`src/rtl/qspi_arb_pkg.sv`:
```
// Shared types for the qspi arbiter: FSM states, transaction owner and
// grant-vector bit positions.
package qspi_pkg;

    typedef enum logic [2:0] {
        ST_IDLE,
        ST_CFG,
        ST_ISSUE,
        ST_XFER,
        ST_GUARD
    } arb_state_t;

    typedef enum logic {
        OWN_I = 1'b0,
        OWN_D = 1'b1
    } owner_t;

    // qspi register that selects ROM/mode behaviour of the engine
    localparam logic [3:0] ROM_MODE_REG = 4'd3;

    // bit positions in the one-hot grant vector
    localparam int GNT_I   = 0;
    localparam int GNT_D   = 1;
    localparam int GNT_CFG = 2;

endpackage

```
`src/rtl/qspi_arb_if.sv`:
```
// Bundle of requester-side and qspi-engine-side signals around the arbiter.
// slave = arbiter view, master = requesters plus engine view.
interface qspi_arb_if #(
    parameter int PA          = 24,
    parameter int LINE_LENGTH = 4
);
    localparam int LA = PA - $clog2(LINE_LENGTH);

    // I-cache fill port
    logic          ic_req;
    logic [LA-1:0] ic_addr;
    logic [1:0]    ic_mem;
    logic          ic_strobe;
    logic          ic_done;
    // D-cache fill/writeback port
    logic          dc_req;
    logic          dc_write;
    logic [LA-1:0] dc_addr;
    logic [1:0]    dc_mem;
    logic          dc_rd_strobe;
    logic          dc_wr_strobe;
    logic          dc_done;
    // config register write port
    logic          cfg_req;
    logic [3:0]    cfg_addr;
    logic [7:0]    cfg_data;
    logic          cfg_ack;
    // qspi engine side
    logic          q_req;
    logic          q_i_d;
    logic [1:0]    q_mem;
    logic          q_write;
    logic [LA-1:0] q_paddr;
    logic          q_wstrobe_i;
    logic          q_wstrobe_d;
    logic          q_rstrobe_d;
    logic          q_reg_write;
    logic [3:0]    q_reg_addr;
    logic [7:0]    q_reg_data;

    modport slave (
        input  ic_req, ic_addr, ic_mem,
        input  dc_req, dc_write, dc_addr, dc_mem,
        input  cfg_req, cfg_addr, cfg_data,
        input  q_wstrobe_i, q_wstrobe_d, q_rstrobe_d,
        output ic_strobe, ic_done,
        output dc_rd_strobe, dc_wr_strobe, dc_done,
        output cfg_ack,
        output q_req, q_i_d, q_mem, q_write, q_paddr,
        output q_reg_write, q_reg_addr, q_reg_data
    );

    modport master (
        output ic_req, ic_addr, ic_mem,
        output dc_req, dc_write, dc_addr, dc_mem,
        output cfg_req, cfg_addr, cfg_data,
        output q_wstrobe_i, q_wstrobe_d, q_rstrobe_d,
        input  ic_strobe, ic_done,
        input  dc_rd_strobe, dc_wr_strobe, dc_done,
        input  cfg_ack,
        input  q_req, q_i_d, q_mem, q_write, q_paddr,
        input  q_reg_write, q_reg_addr, q_reg_data
    );

endinterface

```
`src/rtl/qspi_arb_pick.sv`:
```
// Combinational priority picker: config first, then D unless the I side has
// been passed over STARVE_LIMIT times in a row, then I.
module qspi_arb_pick
    import qspi_pkg::*;
#(
    parameter int STARVE_LIMIT = 2,
    parameter int SW           = 2
) (
    input  logic          cfg_req,
    input  logic          dc_req,
    input  logic          ic_req,
    input  logic [SW-1:0] streak,
    output logic [2:0]    grant
);

    logic starve;

    // one-hot grant; starvation only matters while ic_req is actually pending
    always_comb begin
        grant  = '0;
        starve = ic_req && (streak >= SW'(STARVE_LIMIT));
        if (cfg_req)
            grant[GNT_CFG] = 1'b1;
        else if (dc_req && !starve)
            grant[GNT_D] = 1'b1;
        else if (ic_req)
            grant[GNT_I] = 1'b1;
    end

endmodule

```
`src/rtl/qspi_arb.sv`:
```
// Shares the qspi cache-line engine between I fill, D fill/writeback and
// config writes. Request fields are held for the whole transaction and
// completion is inferred by counting 2*LINE_LENGTH nibble strobes.
module qspi_arb
    import qspi_pkg::*;
#(
    parameter int PA           = 24,
    parameter int LINE_LENGTH  = 4,
    parameter int STARVE_LIMIT = 2,
    parameter int GUARD        = 2
) (
    input logic       clk,
    input logic       reset_n,
    qspi_arb_if.slave bus
);

    localparam int XLEN = 2 * LINE_LENGTH;
    localparam int CW   = $clog2(XLEN) + 1;
    localparam int GW   = (GUARD < 1) ? 1 : $clog2(GUARD + 1);
    localparam int SW   = (STARVE_LIMIT < 1) ? 1 : $clog2(STARVE_LIMIT + 1);

    arb_state_t    state;
    owner_t        owner;
    logic [CW-1:0] cnt;
    logic [GW-1:0] guard_cnt;
    logic [SW-1:0] streak;
    logic [2:0]    grant;
    logic          busy;
    logic          own_i;
    logic          own_d;
    logic          str_i;
    logic          str_dr;
    logic          str_dw;
    logic          own_strobe;

    qspi_arb_pick #(
        .STARVE_LIMIT (STARVE_LIMIT),
        .SW           (SW)
    ) u_pick (
        .cfg_req (bus.cfg_req),
        .dc_req  (bus.dc_req),
        .ic_req  (bus.ic_req),
        .streak  (streak),
        .grant   (grant)
    );

    // Strobe routing: only the owner sees strobes, and only while a
    // transaction is live. D read/write strobes are split by the held q_write.
    always_comb begin
        busy       = (state == ST_ISSUE) || (state == ST_XFER);
        own_i      = busy && (owner == OWN_I);
        own_d      = busy && (owner == OWN_D);
        str_i      = own_i && bus.q_wstrobe_i;
        str_dr     = own_d && !bus.q_write && bus.q_wstrobe_d;
        str_dw     = own_d && bus.q_write && bus.q_rstrobe_d;
        own_strobe = str_i || str_dr || str_dw;
    end

    assign bus.ic_strobe    = str_i;
    assign bus.dc_rd_strobe = str_dr;
    assign bus.dc_wr_strobe = str_dw;

    // Arbitration/sequencing FSM; every engine-facing field and done pulse is
    // registered here so it stays stable across the transaction.
    always_ff @(posedge clk or negedge reset_n) begin
        if (!reset_n) begin
            state           <= ST_IDLE;
            owner           <= OWN_I;
            cnt             <= '0;
            guard_cnt       <= GW'(GUARD);
            streak          <= '0;
            bus.q_req       <= 1'b0;
            bus.q_i_d       <= 1'b0;
            bus.q_mem       <= '0;
            bus.q_write     <= 1'b0;
            bus.q_paddr     <= '0;
            bus.q_reg_write <= 1'b0;
            bus.q_reg_addr  <= '0;
            bus.q_reg_data  <= '0;
            bus.ic_done     <= 1'b0;
            bus.dc_done     <= 1'b0;
            bus.cfg_ack     <= 1'b0;
        end else begin
            // single-cycle pulses default low
            bus.ic_done     <= 1'b0;
            bus.dc_done     <= 1'b0;
            bus.cfg_ack     <= 1'b0;
            bus.q_reg_write <= 1'b0;
            // nobody is being starved once ic_req goes away
            if (!bus.ic_req)
                streak <= '0;

            case (state)
                ST_IDLE: begin
                    if (guard_cnt != '0) begin
                        guard_cnt <= guard_cnt - GW'(1);
                    end else if (grant[GNT_CFG]) begin
                        state           <= ST_CFG;
                        bus.q_reg_write <= 1'b1;
                        bus.cfg_ack     <= 1'b1;
                        bus.q_reg_addr  <= bus.cfg_addr;
                        bus.q_reg_data  <= bus.cfg_data;
                    end else if (grant[GNT_D]) begin
                        state       <= ST_ISSUE;
                        owner       <= OWN_D;
                        cnt         <= '0;
                        bus.q_req   <= 1'b1;
                        bus.q_i_d   <= 1'b0;
                        bus.q_mem   <= bus.dc_mem;
                        bus.q_write <= bus.dc_write;
                        bus.q_paddr <= bus.dc_addr;
                        if (bus.ic_req && (streak != SW'(STARVE_LIMIT)))
                            streak <= streak + SW'(1);
                    end else if (grant[GNT_I]) begin
                        state       <= ST_ISSUE;
                        owner       <= OWN_I;
                        cnt         <= '0;
                        bus.q_req   <= 1'b1;
                        bus.q_i_d   <= 1'b1;
                        bus.q_mem   <= bus.ic_mem;
                        bus.q_write <= 1'b0;
                        bus.q_paddr <= bus.ic_addr;
                        streak      <= '0;
                    end
                end

                ST_CFG: state <= ST_IDLE;

                // q_req held until the engine finishes power-up and strobes
                ST_ISSUE: begin
                    if (own_strobe) begin
                        bus.q_req <= 1'b0;
                        cnt       <= CW'(1);
                        state     <= ST_XFER;
                    end
                end

                ST_XFER: begin
                    if (own_strobe) begin
                        if (cnt == CW'(XLEN - 1)) begin
                            cnt       <= '0;
                            guard_cnt <= GW'(GUARD);
                            state     <= ST_GUARD;
                            if (owner == OWN_I)
                                bus.ic_done <= 1'b1;
                            else
                                bus.dc_done <= 1'b1;
                        end else begin
                            cnt <= cnt + CW'(1);
                        end
                    end
                end

                // let the engine settle back to idle before the next q_req
                ST_GUARD: begin
                    if (guard_cnt <= GW'(1)) begin
                        guard_cnt <= '0;
                        state     <= ST_IDLE;
                    end else begin
                        guard_cnt <= guard_cnt - GW'(1);
                    end
                end

                default: state <= ST_IDLE;
            endcase
        end
    end

endmodule

```
`src/flat_wrapper.sv`:
```
// flat-port wrapper written by rule: the top's interface ports become plain ports
module qspi_arb_flat import qspi_pkg::*;
#(
    parameter int PA           = 24,
    parameter int LINE_LENGTH  = 4,
    parameter int STARVE_LIMIT = 2,
    parameter int GUARD        = 2
)
  (clk, reset_n, bus_ic_req, bus_ic_addr, bus_ic_mem, bus_dc_req, bus_dc_write, bus_dc_addr, bus_dc_mem, bus_cfg_req, bus_cfg_addr, bus_cfg_data, bus_q_wstrobe_i, bus_q_wstrobe_d, bus_q_rstrobe_d, bus_ic_strobe, bus_ic_done, bus_dc_rd_strobe, bus_dc_wr_strobe, bus_dc_done, bus_cfg_ack, bus_q_req, bus_q_i_d, bus_q_mem, bus_q_write, bus_q_paddr, bus_q_reg_write, bus_q_reg_addr, bus_q_reg_data);
  qspi_arb_if #(.PA(PA), .LINE_LENGTH(LINE_LENGTH)) bus_i ();
  input logic clk;
  input logic reset_n;
  input wire logic [$bits(bus_i.ic_req)-1:0] bus_ic_req;
  input wire logic [$bits(bus_i.ic_addr)-1:0] bus_ic_addr;
  input wire logic [$bits(bus_i.ic_mem)-1:0] bus_ic_mem;
  input wire logic [$bits(bus_i.dc_req)-1:0] bus_dc_req;
  input wire logic [$bits(bus_i.dc_write)-1:0] bus_dc_write;
  input wire logic [$bits(bus_i.dc_addr)-1:0] bus_dc_addr;
  input wire logic [$bits(bus_i.dc_mem)-1:0] bus_dc_mem;
  input wire logic [$bits(bus_i.cfg_req)-1:0] bus_cfg_req;
  input wire logic [$bits(bus_i.cfg_addr)-1:0] bus_cfg_addr;
  input wire logic [$bits(bus_i.cfg_data)-1:0] bus_cfg_data;
  input wire logic [$bits(bus_i.q_wstrobe_i)-1:0] bus_q_wstrobe_i;
  input wire logic [$bits(bus_i.q_wstrobe_d)-1:0] bus_q_wstrobe_d;
  input wire logic [$bits(bus_i.q_rstrobe_d)-1:0] bus_q_rstrobe_d;
  output wire logic [$bits(bus_i.ic_strobe)-1:0] bus_ic_strobe;
  output wire logic [$bits(bus_i.ic_done)-1:0] bus_ic_done;
  output wire logic [$bits(bus_i.dc_rd_strobe)-1:0] bus_dc_rd_strobe;
  output wire logic [$bits(bus_i.dc_wr_strobe)-1:0] bus_dc_wr_strobe;
  output wire logic [$bits(bus_i.dc_done)-1:0] bus_dc_done;
  output wire logic [$bits(bus_i.cfg_ack)-1:0] bus_cfg_ack;
  output wire logic [$bits(bus_i.q_req)-1:0] bus_q_req;
  output wire logic [$bits(bus_i.q_i_d)-1:0] bus_q_i_d;
  output wire logic [$bits(bus_i.q_mem)-1:0] bus_q_mem;
  output wire logic [$bits(bus_i.q_write)-1:0] bus_q_write;
  output wire logic [$bits(bus_i.q_paddr)-1:0] bus_q_paddr;
  output wire logic [$bits(bus_i.q_reg_write)-1:0] bus_q_reg_write;
  output wire logic [$bits(bus_i.q_reg_addr)-1:0] bus_q_reg_addr;
  output wire logic [$bits(bus_i.q_reg_data)-1:0] bus_q_reg_data;
  assign bus_i.ic_req = bus_ic_req;
  assign bus_i.ic_addr = bus_ic_addr;
  assign bus_i.ic_mem = bus_ic_mem;
  assign bus_i.dc_req = bus_dc_req;
  assign bus_i.dc_write = bus_dc_write;
  assign bus_i.dc_addr = bus_dc_addr;
  assign bus_i.dc_mem = bus_dc_mem;
  assign bus_i.cfg_req = bus_cfg_req;
  assign bus_i.cfg_addr = bus_cfg_addr;
  assign bus_i.cfg_data = bus_cfg_data;
  assign bus_i.q_wstrobe_i = bus_q_wstrobe_i;
  assign bus_i.q_wstrobe_d = bus_q_wstrobe_d;
  assign bus_i.q_rstrobe_d = bus_q_rstrobe_d;
  assign bus_ic_strobe = bus_i.ic_strobe;
  assign bus_ic_done = bus_i.ic_done;
  assign bus_dc_rd_strobe = bus_i.dc_rd_strobe;
  assign bus_dc_wr_strobe = bus_i.dc_wr_strobe;
  assign bus_dc_done = bus_i.dc_done;
  assign bus_cfg_ack = bus_i.cfg_ack;
  assign bus_q_req = bus_i.q_req;
  assign bus_q_i_d = bus_i.q_i_d;
  assign bus_q_mem = bus_i.q_mem;
  assign bus_q_write = bus_i.q_write;
  assign bus_q_paddr = bus_i.q_paddr;
  assign bus_q_reg_write = bus_i.q_reg_write;
  assign bus_q_reg_addr = bus_i.q_reg_addr;
  assign bus_q_reg_data = bus_i.q_reg_data;
  qspi_arb #(.PA(PA), .LINE_LENGTH(LINE_LENGTH), .STARVE_LIMIT(STARVE_LIMIT), .GUARD(GUARD)) u_core (.clk(clk), .reset_n(reset_n), .bus(bus_i));
endmodule
```
`config.mk`:
```
export PLATFORM = sky130hd
export DESIGN_NAME = qspi_arb_flat
export DESIGN_NICKNAME = d
export VERILOG_FILES = /design/src/rtl/qspi_arb_pkg.sv /design/src/rtl/qspi_arb_if.sv /design/src/rtl/qspi_arb_pick.sv /design/src/rtl/qspi_arb.sv /design/src/flat_wrapper.sv
export SDC_FILE = /design/constraint.sdc
export NUM_CORES = 1
export LEC_CHECK = 0
export ABC_AREA = 0
export CORE_MARGIN = 1
export CORE_UTILIZATION = 46
export DETAILED_ROUTE_END_ITERATION = 12
export PLACE_DENSITY = 0.81
export SYNTH_ARGS = -nofsm -noshare
export SYNTH_HDL_FRONTEND = slang
export SYNTH_SLANG_ARGS = --single-unit
```
`constraint.sdc`:
```
create_clock -name clk -period 5.25 [get_ports clk]
set_input_delay 0.525 -clock clk [delete_from_list [all_inputs] [get_ports clk]]
set_output_delay 0.525 -clock clk [all_outputs]
set_load 0.01 [all_outputs]
```
-- Word-level counts from Yosys, hierarchy flattened
Cells that the tools add are included.
- divide/modulo/power cells: 0
- reduce and logical (&&, ||, !) cells: 27
- shift-type cells: 0
- bitwise logic cells: 3
- magnitude comparators: 2
- eq/ne operators: 14
- $mul: 0
- add/subtract/negate cells: 3
- multiplexer cells: 59
- operator list (operator ; count):
    $mux W22 ; 2
    $mux W2 ; 14
    $mux W4 ; 7
    $mux W1 ; 24
    $mux W3 ; 8
    $pmux W3 S4 ; 1
    $pmux W4 S3 ; 1
    $reduce_and A6 Y1 ; 2
    $logic_and A1 B1 Y1 ; 10
    $ne A2 B1 Y1 const B ; 4
    $ne A2 B2 Y1 const B ; 4
    $reduce_and A4 Y1 ; 2
    $eq A3 B2 Y1 const B ; 2
    $pmux W2 S3 ; 1
    $reduce_bool A2 Y1 ; 3
    $reduce_bool A3 Y1 ; 2
    $reduce_and A5 Y1 ; 1
    $add A4 B1 Y4 const B ; 1
    $eq A4 B3 Y1 const B ; 1
    $ne A4 B1 Y1 const B ; 1
    $eq A3 B3 Y1 const B ; 1
    $logic_not A3 Y1 ; 1
    $logic_or A1 B1 Y1 ; 3
    $ne A3 B1 Y1 const B ; 1
    8 further kinds ; 11
- input port bits: 69
- logic and storage cells: 123
- memory bits (read-only): 0
- latch bits: 0
- memories kept: 0
- RAM bits: 0
- bits in registers: 54

-- Longest topological paths before layout
Gate-level depths: netlist of the first run.
- word-level depth: 11
- depth in mapped cells: 7
- gate-level depth less buffers: 6

-- By module
A second synthesis of the first run with hierarchy kept.
- cell total of the unflattened synthesis: 278
- area, all modules: 2826.5 sq um
- modules (own cells, without submodules) (module ; area an instance (sq um) ; cells each ; times used ; sequential area each (sq um)):
    qspi_arb ; 2788.9 ; 273 ; 1 ; 1352.5
    qspi_arb_pick ; 37.5 ; 5 ; 1 ; 0.0

-- Least setup slack after synthesis of the first run
Ideal clock, no wire load.
- path type: register to register
- from: register u_core.guard_cnt[1]
- to: register u_core.bus.q_reg_addr[3]
- library setup time: 125 ps
- cell stages (with the launch flop): 7
- slack: 3318 ps
- required time: 5125 ps
- data arrival time: 1808 ps
- cell sequence: dfstp_2 > inv_1 > ha_1 > nor2b_1 > nand3_1 > buf_1 > mux2_2
- longest elaborated chain between the ends: 3
- RTL lines (item ; line ; RTL):
    from (decl) ; qspi_arb.sv:25 ; logic [GW-1:0] guard_cnt;
    from (signal assigned) ; qspi_arb.sv:70 ; guard_cnt <= GW'(GUARD);
    from (signal assigned) ; qspi_arb.sv:96 ; guard_cnt <= guard_cnt - GW'(1);
    from (signal assigned) ; qspi_arb.sv:142 ; guard_cnt <= GW'(GUARD);
    $reduce_bool A2 Y1 ; qspi_arb.sv:95 ; if (guard_cnt != '0) begin
    $not A1 Y1 (no source line) ; n/a ;
    $reduce_and A3 Y1 (no source line) ; n/a ;
    to (signal assigned) ; qspi_arb.sv:101 ; bus.q_reg_addr <= bus.cfg_addr;
    to (decl) ; qspi_arb_if.sv:50 ; output q_reg_write, q_reg_addr, q_reg_data
Every way passes these cells.
A chain may end at the register's enable or synchronous reset.

-- Worst setup path after layout of the first run
- from: register u_core.state[2]
- to: output port bus_dc_rd_strobe
- longest elaborated chain between the ends: 5
- RTL lines (item ; line ; RTL):
    from (decl) ; qspi_arb.sv:22 ; arb_state_t state;
    from (signal assigned) ; qspi_arb.sv:67 ; state <= ST_IDLE;
    from (signal assigned) ; qspi_arb.sv:98 ; state <= ST_CFG;
    from (signal assigned) ; qspi_arb.sv:104 ; state <= ST_ISSUE;
    $eq A3 B2 Y1 ; qspi_arb.sv:50 ; busy = (state == ST_ISSUE) || (state == ST_XFER);
    $logic_or A1 B1 Y1 (*) ; qspi_arb.sv:50 ;
    $logic_and A1 B1 Y1 (*) ; qspi_arb.sv:52 ; own_d = busy && (owner == OWN_D);
    $logic_and A1 B1 Y1 (*) (2 in series) ; qspi_arb.sv:54 ; str_dr = own_d && !bus.q_write && bus.q_wstrobe_d;
    to (decl) ; flat_wrapper.sv:28 ; output wire logic [$bits(bus_i.dc_rd_strobe)-1:0] bus_dc_rd_strobe;
Mark *: on every way between the ends. The rest lies on a longest branch, timed or not.

==> impl_metrics.tcl, run 1 <==
set metrics [dict create \
    status "complete, no violations" \
    cts_hold_buf 0 \
    synth_seq_cells 54 \
    cellPowerDensity_nw_per_um2 476 \
    postCtsSetupBuffers 0 \
    fillers 454 \
    cts_inserted_buffers 5 \
    synth_area_leader_cell "dfrtp_1" \
    via_per_inst 5.15 \
    ys_warn_count 0 \
    skew_ns 0.00729 \
    finalCritPeriodShare 0.507 \
    power.leakage_nw 1.68 \
    synth_cell_type_count 43 \
    tns_ns 0 \
    max_freq_mhz 375 \
    final_cell_area_um2 4030 \
    switchingPower_w 0.000654 \
    synth_edf_count 0 \
    cts.sinks 54 \
    clockPowerShare 0.144 \
    path_clk_slew_ns 0.10 \
    synth_area_per_cell_um2 11.1 \
    boundaryPins 115 \
    antenna_cells 0 \
    setup_viol 0 \
    route.detailed.drc 0 \
    dpl_worst_slack_ns 2.92 \
    ant_nets 0 \
    grt_max_degree 55 \
    nNetsFinal 436 \
    pwr-share-comb 0.478 \
    worstPathArrival_ns 2.14 \
    core_um2 5640 \
    clock_path_buffers 2 \
    synth-compound-area-share 0.140 \
    die_y_um 79.5 \
    synthAdderAreaFrac 0.0272 \
    period_minus_slack_ns 2.66 \
    synth-seq-area-share 0.489 \
    async_flop_share 1.00 \
    hp-class "in -> async" \
    num_vias 2235 \
    synthMuxAreaShare 0.155 \
    setup_ws_ns 2.59 \
    end_kind "output port" \
    netlist_area_um2 2760 \
    drv_cap 0 \
    grt_overflow 0 \
    crit_path_max_fanout 15 \
    io_buffer_count 114 \
    synth_ff_type "dfrtp_1" \
    r2r_cells 5 \
    slew_headroom 0.546 \
    grt_pass1_wl_um 10200 \
    final_core_util 0.714 \
    synthXorXnorAreaFrac 0 \
    slew_viol_final 0 \
    first_iter_violations 95 \
    yosys.area_share.simple 0.135 \
    critPathLaunchType "flop" \
    cts_resized 0 \
    synth.top_cells.by_area "dfrtp_1 (48%), mux2i_1 (9.8%), a21oi_2 (7.6%)" \
    initial_core_util 0.490 \
    h-tree-depth 2 \
    critical_path_class "reg -> out" \
    gp_congestion 0.764 \
    antenna_found_initial 0 \
    die-area_um2 6320 \
    rsz0062_at_grt "false" \
    die-width_um 79.5 \
    wl_per_cell_um 14.6 \
    place_area_um2 3910 \
    p_seq_frac 0.378 \
    worstSkewPairLatency_ns 0.30 \
    synth_common_cells "dfrtp_1 (53), nor2_1 (30), mux2i_1 (27)" \
    hold_viol_final 0 \
    drive_above_1_share 0.160 \
    grt_pass1_vias 2160 \
    intPower_w 0.00126 \
    ir_worst_vdd_mv 0.212 \
    yosysMostFrequentCell "dfrtp_1" \
    track_usage 0.208 \
    power.share.switching 0.341 \
    dp_hpwl_um 4750 \
    cts_tree "built" \
    syn_to_final_growth_pct 45.7 \
    worstPathRequired_ns 4.72 \
    cts_root_buf "clkbuf_8" \
    synth_nets 324 \
    yosys.area.top_type_share 0.480 \
    routed_wl_um 6340 \
    postSynthCellCount 249 \
    drt_pass1_iterations 4 \
    rows 27 \
    tightest_slew_ns 0.682 \
    synth_top_family_by_area "multiplexers" \
]
worst paths after layout:
check | from | to | slack (ns)
worst min register to register | u_core.bus.q_reg_data[7] | u_core.bus.q_reg_data[7] | 0.51
worst max-delay path | u_core.state[2] | bus_dc_rd_strobe | 2.59
worst max register to register | u_core.guard_cnt[0] | u_core.bus.q_reg_addr[3] | 3.14
max in group asynchronous | reset_n | u_core.bus.q_mem[0] | 4.45
worst min-delay path | reset_n | u_core.bus.q_reg_addr[2] | 0.32
min in group clk | u_core.bus.q_reg_data[7] | u_core.bus.q_reg_data[7] | 0.51
cells by family (layout without fill, tap and decap cells):
group                    count (synthesis)  in the layout
AND/OR/NAND/NOR                         72             72
adder cells (fa/ha/maj)                  6              6
AO/OA/AOI/OAI                           52             52
flip-flops                              54             54
buffers and inverters                   24            137
multiplexers                            41             41
area by class of cell:
class	instances	area, um^2	share of cell area
tap	72	90.1	0.0224
multi-input combinational	171	1260	0.314
clock inverter	3	45.0	0.0112
sequential	54	1350	0.336
clock buffer	5	68.8	0.0171
timing repair buffer	118	1170	0.290
inverter	11	41.3	0.0103
sequential cells by signal (all words and copies together), names as in the netlist, 2 cells and up:
| name | cells |
|---|---|
| u_core.bus.q_reg_data | 8 |
| u_core.bus.q_mem | 2 |
| u_core.guard_cnt | 2 |
| u_core.cnt | 4 |
| u_core.bus.q_reg_addr | 4 |
| u_core.streak | 2 |
| u_core.state | 3 |
| u_core.bus.q_paddr | 22 |
layer usage:
metal	up-vias	part of all wire	GRT usage
li1	1089	-	-
met1	1064	0.43	0.275
met2	76	0.50	0.350
met4	0	0.0076	0.0618
met5	-	0	0
met3	6	0.063	0.0343
critical path: stages, from the launching register on:
cell             delay (ns)
dfrtp_1                0.55
nor2b_1                0.39
nand2_1                0.13
nor3b_1                0.21
clkdlybuf4s50_1        0.56
through the flow:
stage	instances	hold WS [ns]	power, W
after floorplan	249	0.229	0.00122
after global placement	426	0.487	0.00162
after detailed placement	426	0.493	0.00166
after CTS	434	0.361	0.00194
after global routing	434	0.375	0.00206
final	434	0.318	0.00192
layout by cell type (no fill, tap or decap), types with 2 or more instances in the layout:
cell             instances
clkdlybuf4s50_1        113
dfrtp_1                 53
nor2_1                  30
mux2i_1                 27
a21oi_2                 24
mux2_2                  14
inv_1                   11
o21ai_0                  9
nand2_1                  7
a21oi_1                  6
ha_1                     6
clkbuf_8                 5
nor2b_1                  4
nand3_1                  4
nor2_2                   4
buf_4                    4
or3_1                    3
nand3b_1                 3
nor3_1                   3
nand2b_1                 2
and3_1                   2
nor3b_1                  2
nor4_1                   2
o22ai_1                  2
a31oi_1                  2
clkinvlp_4               2
power groups by stage:
| stage | combinational (W) | clock [W] | sequential [W] |
|---|---|---|---|
| floorplan | 0.000439 | 0 | 0.000781 |
| global placement | 0.000900 | 0 | 0.000723 |
| detailed placement | 0.000925 | 0 | 0.000733 |
| CTS | 0.000928 | 0.000287 | 0.000725 |
| global route | 0.000998 | 0.000307 | 0.000750 |
| finish | 0.000917 | 0.000277 | 0.000725 |
No activity file was read; power rests on OpenSTA's default activity.
==> inputs of run 2 (changes only) <==
Settings changed: CORE_UTILIZATION 46 to 39, PLACE_DENSITY 0.81 to 0.73.
Clock period 5.25 ns to 2.3 ns, I/O delays scaled along.
==> impl_metrics.tcl, run 2 (same netlist as run 1, synthesis figures left out) <==
set metrics [dict create \
    status "complete, no violations" \
    h-tree-depth 2 \
    io_buffer_count 114 \
    power.share.switching 0.340 \
    end_kind "output port" \
    boundaryPins 115 \
    drv_cap 0 \
    grt_pass1_vias 2082 \
    syn_to_final_growth_pct 49.1 \
    power.leakage_nw 1.71 \
    drt_pass1_iterations 4 \
    die-width_um 86.2 \
    crit_path_max_fanout 6 \
    wl_per_cell_um 13.5 \
    intPower_w 0.00291 \
    dp_hpwl_um 4750 \
    fillers 605 \
    cts.sinks 54 \
    regMostFlops "u_core.bus.q_paddr" \
    worstSkewPairLatency_ns 0.30 \
    via_per_inst 4.77 \
    cts_tree "built" \
    cts_root_buf "clkbuf_8" \
    slew_viol_final 0 \
    hold_viol_final 0 \
    r2r_slack_ns 0.43 \
    r2r_cells 4 \
    total_power_w 0.00441 \
    hp-class "in -> async" \
    r2r-start "u_core.state[0]" \
    antenna_cells 0 \
    ant_nets 0 \
    most-common-layout-cells "clkdlybuf4s50_1 (113), dfrtp_1 (53), nor2_1 (30), mux2i_1 (27), a21oi_2 (24)" \
    nNetsFinal 439 \
    track_usage 0.169 \
    grt_overflow 0 \
    gp_congestion 0.826 \
    critical_path_class "reg -> out" \
    cellPowerDensity_nw_per_um2 1070 \
    period_minus_slack_ns 2.03 \
    layout_commonest_cell "clkdlybuf4s50_1" \
    max_freq_mhz 493 \
    num_vias 2197 \
    skew_ns 0.00865 \
    worstPathRequired_ns 2.07 \
    ff_latch_area_um2 1350 \
    setup_viol 0 \
    rsz0062_at_grt "false" \
    switchingPower_w 0.00150 \
    clockPowerShare 0.146 \
    grt_max_degree 55 \
    rows 30 \
    drive_above_1_share 0.167 \
    slew_headroom 0.631 \
    route.detailed.drc 0 \
    multiInputGateArea_um2 1260 \
    finalCritPeriodShare 0.882 \
    tightest_slew_ns 0.554 \
    tns_ns 0 \
    initial_core_util 0.405 \
    clock_path_buffers 2 \
    core_um2 6830 \
    p_seq_frac 0.371 \
    worstPathArrival_ns 1.80 \
    antenna_found_initial 0 \
    routed_wl_um 6220 \
    die_y_um 86.2 \
    cts_inserted_buffers 5 \
    die-area_um2 7430 \
    largest_reg_flops 22 \
    grt_pass1_wl_um 9890 \
    path_clk_slew_ns 0.10 \
    pwr-share-comb 0.483 \
    largest_registers "u_core.bus.q_paddr: 22 flops, u_core.bus.q_reg_data: 8 flops" \
    critPathLaunchType "flop" \
    first_iter_violations 107 \
    reg2reg_to "u_core.owner" \
    ir_worst_vdd_mv 0.460 \
]
-- run 2: changes by cell type in the layout (fill, tap and decap cells not counted) --
cell,change
buf_12,+3
nor2b_1,-1
dlygate4sd3_1,+1
nor2b_2,+1
buf_4,-1
-- run 2: power groups by stage --
stage	combinational, W	clock [W]	sequential [W]
finish	0.00213	0.000643	0.00164
global route	0.00231	0.000704	0.00170
CTS	0.00215	0.000669	0.00164
detailed placement	0.00214	0	0.00166
global placement	0.00210	0	0.00164
floorplan	0.00100	0	0.00178
-- run 2: worst max-delay path, cell delays in order (launching register included) --
cell and delay (ns):
dfrtp_1 0.41, nor2b_2 0.23, nand2_1 0.10, nor3b_1 0.19
clkdlybuf4s50_1 0.56
-- run 2: what timing repair did --
item | CTS | global route
endpoints found under the setup margin | 0 | 1
setup buffers | 0 | 0
resized for setup | 0 | 1
endpoints found under the hold margin | 23 | 0
hold buffers | 1 | 0
-- run 2: worst max-delay path by stage --
| stage | startpoint | cells after the start | endpoint | slack (ns) |
|---|---|---|---|---|
| 2_1_floorplan | u_core.guard_cnt[1] | 6 | u_core.bus.q_reg_addr[3] | 0.37 |
| 3_3_place_gp | bus_ic_req | 6 | u_core.bus.q_paddr[7] | 0.44 |
| 3_5_place_dp | bus_cfg_req | 6 | u_core.bus.q_write | 0.40 |
| 4_1_cts | u_core.state[2] | 4 | bus_dc_rd_strobe | 0.11 |
| 5_1_grt | u_core.state[2] | 4 | bus_dc_rd_strobe | 0.12 |
| 6_report | u_core.state[2] | 4 | bus_dc_rd_strobe | 0.27 |
-- run 2: cell type report --
class	count	share of cell area
repair buffers	121	0.298
well taps	96	0.0291
clock buffers	5	0.0167
flip-flops and latches	54	0.328
clock inverters	3	0.0109
multi-input cells	171	0.307
inverters	11	0.0100
-- run 2: per-stage QoR --
stage	util	hold WS [ns]	setup slack [ns]	cell area, um^2	std cells
floorplan	-	-0.0656	0.368	2760	249
global placement	0.585	0.249	0.440	4000	452
detailed placement	0.585	0.247	0.402	4000	452
CTS	0.603	0.438	0.115	4120	461
global route	0.603	0.472	0.115	4120	461
finish	0.603	0.431	0.271	4120	461
-- run 2: per-layer routing --
metal,wire length [um],global-route usage,part of all wire
met5,0,0,0
met4,45,0.0424,0.0072
met3,328,0.0343,0.053
met2,3180,0.286,0.51
met1,2670,0.221,0.43
